<file path="config.mk">
export PLATFORM = sky130hd
export DESIGN_NAME = vga_timing_gen
export DESIGN_NICKNAME = d
export VERILOG_FILES = /design/src/rtl/vga_timing_gen.sv
export SDC_FILE = /design/constraint.sdc
export NUM_CORES = 1
export LEC_CHECK = 0
export ABC_AREA = 1
export BUFFER_PORTS_ARGS = -buffer_cell sky130_fd_sc_hd__buf_2
export CORE_MARGIN = 10
export CORE_UTILIZATION = 54
export DETAILED_ROUTE_END_ITERATION = 8
export GPL_TIMING_DRIVEN = 0
export PLACE_DENSITY = 0.84
export SYNTH_ARGS = -nofsm -noshare
export SYNTH_HDL_FRONTEND = slang
export SYNTH_SLANG_ARGS = --single-unit
export TNS_END_PERCENT = 20
</file>
<file path="constraint.sdc">
create_clock -name CLK25M -period 2.4 [get_ports CLK25M]
set_input_delay 0.12 -clock CLK25M [delete_from_list [all_inputs] [get_ports CLK25M]]
set_output_delay 0.12 -clock CLK25M [all_outputs]
set_load 0.05 [all_outputs]
</file>
<file path="src/rtl/vga_timing_gen.sv">
// 640x480@60 VGA raster timing with a one-stage registered RGB/sync output and a frame tick.
// Optional macro TEST_PATTERN_EN replaces upstream RGB with eight vertical colour bars.
module vga_timing_gen #(
    parameter int H_ACTIVE = 640,
    parameter int H_FP     = 16,
    parameter int H_SYNC   = 96,
    parameter int H_BP     = 48,
    parameter int V_ACTIVE = 480,
    parameter int V_FP     = 10,
    parameter int V_SYNC   = 2,
    parameter int V_BP     = 33,
    parameter int SYNC_POL = 0
) (
    input  logic       CLK25M,
    input  logic       Reset,
    output logic [9:0] Hcount,
    output logic [8:0] Vcount,
    output logic       Active,
    output logic       FrameTick,
    input  logic [7:0] Red_in,
    input  logic [7:0] Green_in,
    input  logic [7:0] Blue_in,
    output logic [3:0] vgaRed,
    output logic [3:0] vgaGreen,
    output logic [3:0] vgaBlue,
    output logic       Hsync,
    output logic       Vsync
);

    localparam int H_TOTAL = H_ACTIVE + H_FP + H_SYNC + H_BP;
    localparam int V_TOTAL = V_ACTIVE + V_FP + V_SYNC + V_BP;

    localparam logic [9:0] H_LAST   = 10'(H_TOTAL - 1);
    localparam logic [9:0] V_LAST   = 10'(V_TOTAL - 1);
    localparam logic [9:0] H_ACT_W  = 10'(H_ACTIVE);
    localparam logic [9:0] V_ACT_W  = 10'(V_ACTIVE);
    localparam logic [9:0] HS_START = 10'(H_ACTIVE + H_FP);
    localparam logic [9:0] HS_END   = 10'(H_ACTIVE + H_FP + H_SYNC - 1);
    localparam logic [9:0] VS_START = 10'(V_ACTIVE + V_FP);
    localparam logic [9:0] VS_END   = 10'(V_ACTIVE + V_FP + V_SYNC - 1);
    localparam logic       SYNC_ON  = 1'(SYNC_POL);
    localparam logic       SYNC_OFF = ~SYNC_ON;

    logic [9:0] hcnt_r;
    logic [9:0] vcnt_r;
    logic       active_s;
    logic       hsync_win_s;
    logic       vsync_win_s;
    logic       frame_end_s;
    logic [3:0] pix_red_s;
    logic [3:0] pix_green_s;
    logic [3:0] pix_blue_s;

`ifdef TEST_PATTERN_EN
    logic [2:0] bar_rgb_s;
    logic       unused_rgb_s;

    // Bar colour as {R,G,B} on/off for the 80-pixel bar containing column h.
    function automatic logic [2:0] bar_rgb(input logic [9:0] h);
        logic [2:0] bar;
        if (h < 10'd80)       bar = 3'd0;
        else if (h < 10'd160) bar = 3'd1;
        else if (h < 10'd240) bar = 3'd2;
        else if (h < 10'd320) bar = 3'd3;
        else if (h < 10'd400) bar = 3'd4;
        else if (h < 10'd480) bar = 3'd5;
        else if (h < 10'd560) bar = 3'd6;
        else                  bar = 3'd7;
        case (bar)
            3'd0:    return 3'b111;
            3'd1:    return 3'b110;
            3'd2:    return 3'b011;
            3'd3:    return 3'b010;
            3'd4:    return 3'b101;
            3'd5:    return 3'b100;
            3'd6:    return 3'b001;
            default: return 3'b000;
        endcase
    endfunction

    assign unused_rgb_s = ^{Red_in, Green_in, Blue_in};

    // Colour bars replace the upstream pixel source.
    always_comb begin
        bar_rgb_s   = bar_rgb(hcnt_r);
        pix_red_s   = {4{bar_rgb_s[2]}};
        pix_green_s = {4{bar_rgb_s[1]}};
        pix_blue_s  = {4{bar_rgb_s[0]}};
    end
`else
    logic unused_rgb_s;

    assign unused_rgb_s = ^{Red_in[3:0], Green_in[3:0], Blue_in[3:0]};

    // Upstream colour truncated to the 4-bit DAC.
    always_comb begin
        pix_red_s   = Red_in[7:4];
        pix_green_s = Green_in[7:4];
        pix_blue_s  = Blue_in[7:4];
    end
`endif

    // Raster counters: column wraps every line, line advances on the column wrap.
    always_ff @(posedge CLK25M or posedge Reset) begin
        if (Reset) begin
            hcnt_r <= 10'd0;
            vcnt_r <= 10'd0;
        end else if (hcnt_r == H_LAST) begin
            hcnt_r <= 10'd0;
            if (vcnt_r == V_LAST) begin
                vcnt_r <= 10'd0;
            end else begin
                vcnt_r <= vcnt_r + 10'd1;
            end
        end else begin
            hcnt_r <= hcnt_r + 10'd1;
        end
    end

    // Decodes taken on the current counts; these feed the output register.
    always_comb begin
        active_s    = (hcnt_r < H_ACT_W) && (vcnt_r < V_ACT_W);
        hsync_win_s = (hcnt_r >= HS_START) && (hcnt_r <= HS_END);
        vsync_win_s = (vcnt_r >= VS_START) && (vcnt_r <= VS_END);
        frame_end_s = (hcnt_r == H_LAST) && (vcnt_r == V_LAST);
        Hcount      = hcnt_r;
        Active      = active_s;
        if (vcnt_r < V_ACT_W) begin
            Vcount = vcnt_r[8:0];
        end else begin
            Vcount = 9'd0;
        end
    end

    // Single output stage keeps colour, syncs and the frame tick aligned.
    always_ff @(posedge CLK25M or posedge Reset) begin
        if (Reset) begin
            vgaRed    <= 4'h0;
            vgaGreen  <= 4'h0;
            vgaBlue   <= 4'h0;
            Hsync     <= SYNC_OFF;
            Vsync     <= SYNC_OFF;
            FrameTick <= 1'b0;
        end else begin
            vgaRed    <= active_s ? pix_red_s   : 4'h0;
            vgaGreen  <= active_s ? pix_green_s : 4'h0;
            vgaBlue   <= active_s ? pix_blue_s  : 4'h0;
            Hsync     <= hsync_win_s ? SYNC_ON : SYNC_OFF;
            Vsync     <= vsync_win_s ? SYNC_ON : SYNC_OFF;
            FrameTick <= frame_end_s;
        end
    end

endmodule

</file>
# Yosys cells after proc, flatten, opt, wreduce, memory -nomap -nowiden
# Cells that the tools add are included.
totals:
  ff_bits: 35
  inputBits: 26
  output_inout_bits: 35
classes:
  addsub: 2
  n_lt_le_gt_ge: 6
  eq_ne: 2
  n_mux: 8
  n_reduce_logical: 4
ops:
  columns: ["op", "n"]
  rows:
  - ["10-bit by 1-bit adder with 10-bit output, second input constant", 2]
  - ["10-bit equality test, second input constant", 2]
  - ["10-bit 2-to-1 mux", 2]
  - ["4-bit 2-to-1 mux", 3]
  - ["10-bit greater-or-equal comparator, second input constant", 1]
  - ["10-bit by 9-bit greater-or-equal comparator with 1-bit output, second input constant", 1]
  - ["10-bit <= comparator, second input constant", 1]
  - ["10-bit by 9-bit <= comparator with 1-bit output, second input constant", 1]
  - ["10-bit less-than comparator, second input constant", 1]
  - ["10-bit by 9-bit less-than comparator with 1-bit output, second input constant", 1]
  - ["9-bit 2-to-1 mux", 1]
  - ["1-bit logical AND", 4]
  - ["1-bit 2-to-1 mux", 2]

# Logic depth before layout (Yosys ltp)
logic_depth:
  depth_word: 3
  ltp_mapped: 7
  ltp_nobuf: 7

# Least setup slack after synthesis
# Ideal clock, no wire load.
synth_path:
  path_type: "flip-flop to flip-flop"
  from: "register hcnt_r[0] (netlist: Hcount[0])"
  to: "register hcnt_r[8] (netlist: Hcount[8])"
  t_arrival_ns: 1.655
  setup_slack_ns: 0.620
  stages_incl_launch_ff: 8
  period_less_slack_ns: 1.780
  cell_sequence: "dfrtp_1 > ha_1 > nand2_2 > nor2_8 > nand3_4 > nor2_8 > buf_8 > nor3_2"
synth_between:
  elab_chain_cells: 2
  word_cells_on_any_way: 3
synth_lines:
  columns: ["item", "line_no", "rtl"]
  rows:
  - ["start: declaration", "44", "logic [9:0] hcnt_r;"]
  - ["start signal: assignment", "116", "hcnt_r <= hcnt_r + 10'd1;"]
  - ["10-bit by 1-bit adder with 10-bit output or 10-bit equality test (tied branches)", "116, 108", null]
  - ["10-bit 2-to-1 mux *", "108", "end else if (hcnt_r == H_LAST) begin"]
# Mark *: on every way between the ends. The rest lies on a longest branch, timed or not.
# A chain may end at the register's enable or synchronous reset.

# Final worst setup path
layout_path:
  from: "register vcnt_r[6]"
  to: "output Active"
layout_between:
  elab_chain_cells: 2
layout_lines:
  columns: ["item", "line_no", "rtl"]
  rows:
  - ["start: declaration", "45", "logic [9:0] vcnt_r;"]
  - ["start signal: assignment", "113", "vcnt_r <= vcnt_r + 10'd1;"]
  - ["10-bit by 9-bit less-than comparator with 1-bit output", "122", "active_s = (hcnt_r < H_ACT_W) && (vcnt_r < V_ACT_W);"]
  - ["1-bit logical AND", "122", null]
  - ["end: declaration", "18", "output logic Active,"]
# No other way between the ends.

==> impl_metrics.csv <==
group,metric,value,unit
outcome,status,"finished, final reports clean",
die,coreArea,3280,um2
routing,drt_pass1_iterations,4,
timing,finClkSkew,0.0212,ns
clock_network,clkLatencyLatePin,0.35,ns
clock_network,cts_tree,"built",
routing,drtIter0Drc,118,
place,dp_hpwl,3.04,mm
die,dieWidth,78.0,um
grt,grt_pass1_wl,7.32,mm
synthesis,synthTopCellsByCount,"inv_1 (44), nor2_1 (42), dfrtp_1 (33), nand2_1 (29), nand3_1 (9)",
worst_setup_path,timing.rr.start,"Hcount[0]",
routing,via_count,1578,
routing,wl_per_cell,12.8,um
finish,drive_gt1_share,27.2,%
grt,grt_use_total,14.6,%
pwr,power_density,444,nW/um2
clock_network,clk_pin_slew,0.12,ns
place,port_buffers,48,
grt,antenna_found_initial,0,
worst_setup_path,regToRegSetupSlack,0.80,ns
synthesis,async_flop_share,100,%
timing,setup_violations,0,
timing,fmax,0.512,GHz
synthesis,syn_nets,245,
timing,slew_headroom,52.6,%
synthesis,synth_top_area_share,45.4,%
synthesis,synth_edf_count,0,
die,boundaryPins,61,
routing,top_layer,"met4",
clock_network,ctsLongestPathBuffers,2,
timing,tns,0,ns
flow_run,cap_violations,0,
place,gp_congestion,0.850,
finish,antennaDiodeCount,0,
timing,slew_violations,0,
finish,utilization,70.1,%
die,rows,21,
clock_network,htreeDepth,2,
timing,whs,0.428,ns
worst_setup_path,rr_worst_depth,7,
pwr,peakVddDrop,0.337,mV
timing,worst_pin_slew,0.710,ns
grt,grt_overflow,0,
synthesis,yosys_warnings,0,
grt,grt_pass1_vias,1656,
timing,min_period_over_period,81.3,%
synthesis,yosysMostFrequentCell,"inv_1",
finish,instances_no_fill,329,
hold_path,hp-class,"primary input to async pin",
routing,wl_met2,2.14,mm
synthesis,syn_inst,214,
die,start_util,55.4,%
finish,areaGrowthSynthToFinish,26.7,%
worst_setup_path,endpoint_kind,"output pin",
routing,route.met3.wl,374,um
clock_network,cts_root_buffer,"clkbuf_4",
finish,nets,313,
routing,wirelength,4.22,mm
routing,drt-met1-wl,1.64,mm
synthesis,ys_seq_area_share,48.3,%
die,dieArea,6090,um2
synthesis,synth_cell_types,25,
timing,grt_setup_unrepaired,"no",
clock_network,cts_setup_buffers,0,
timing,final.min_clock_period,1.95,ns
pwr,p_leak,1.27,nW
clock_network,cts_sinks,35,
synthesis,synthTopCellsByArea,"dfrtp_1 (45%), inv_1 (9.1%), nor2_1 (8.7%)",
synthesis,synth_top_cell_by_area,"dfrtp_1",
synthesis,netlist_area,1820,um2
worst_setup_path,r2r_end,"Hcount[8]",
routing,vias_per_cell,4.80,
place,placedCellCount,308,
synthesis,ys_ff_latch,35,
routing,route.antenna.remaining_nets,0,
worst_setup_path,path_class,"flip-flop to output pin",
worst_setup_path,crit_fanout,10,
synthesis,ys.flop_type,"dfrtp_1",
synthesis,syn_area_per_cell,8.50,um2
worst_setup_path,crit_path_start_kind,"flip-flop",
worst_setup_path,worstPathArrival,1.83,ns
worst_setup_path,worst_ep_required_time,2.28,ns
finish,fill_cells,259,
routing,drc_errors,0,
clock_network,numCtsBuffers,5,
clock_network,cts_resized,0,
timing,hold_viol,0,
die,die-height,78.0,um
grt,grt_max_degree,36,
[per-layer routing]
metal	vias up	track usage (%)
li1	793	-
met1	727	15.8
met2	53	25.0
met3	5	5.35
met4	0	6.81
met5	-	0
[cell families after synthesis]
kind of cell,synth area share [%]
AO/OA/AOI/OAI,5.99
XOR/XNOR,3.37
adder cells (fa/ha/maj),3.44
buffers and inverters,10.5
flip-flops,48.3
AND/OR/NAND/NOR,28.4
[cell usage in the layout, fill, tap and decap left out, types with 7 or more instances in the layout]
cell / n
buf_2: 48
dfrtp_1: 33
dlygate4sd3_1: 13
inv_1: 43
nand2_1: 29
nand3_1: 9
nor2_1: 42
o21ai_2: 7
xor2_1: 7
[stage by stage]
step           setup WS [ns]  total power (W)  cell area (um2)
6_report               0.448          0.00102             2300
5_1_grt                0.295          0.00106             2300
4_1_cts                0.456          0.00102             2290
3_5_place_dp           0.829         0.000694             2120
3_3_place_gp           0.858         0.000692             2120
2_1_floorplan          0.620         0.000668             1820
[power breakdown]
group	internal [W]	switching, W
sequential	0.000600	0.00000241
clock	0.000112	0.000212
combinational	0.0000324	0.0000651
total	0.000744	0.000280
[critical path, cell delays in order, from the launching register on]
cell     delay, ns
dfrtp_1       0.45
nand2_1       0.07
nor2_1        0.25
nor2_1        0.12
nand2_1       0.17
buf_6         0.16
inv_1         0.05
buf_2         0.20
[cell type report]
class	count	area, um2	area share [%]
Timing Repair Buffer	61	370	16.1
Multi-Input combinational cell	133	748	32.5
Tap cell	46	57.6	2.50
Buffer	2	26.3	1.14
Clock inverter	3	20.0	0.869
Sequential cell	35	878	38.1
Clock buffer	5	37.5	1.63
Inverter	44	165	7.17
[registers in the layout (all words and copies together), names as in the netlist]
| signal | cells |
|---|---|
| vcnt_r | 10 |
| Hcount | 10 |
| vgaGreen | 4 |
| vgaBlue | 4 |
| vgaRed | 4 |
| Vsync | 1 |
| Hsync | 1 |
| FrameTick | 1 |
[how the worst max path moves through the flow]
stage	endpoint	startpoint	cells past startpoint
after CTS	Active	vcnt_r[6]	7
after floorplan	Hcount[8]	Hcount[0]	7
after detailed placement	Hcount[8]	Hcount[0]	7
final	Active	vcnt_r[6]	7
after global placement	Hcount[8]	Hcount[0]	7
after global routing	Active	vcnt_r[6]	7
[what timing repair did]
action                     CTS  global route
hold endpoints to repair    12            33
hold buffers                12             1
setup endpoints to repair    0             0
Note: power is estimated with default switching activity, not from simulation.
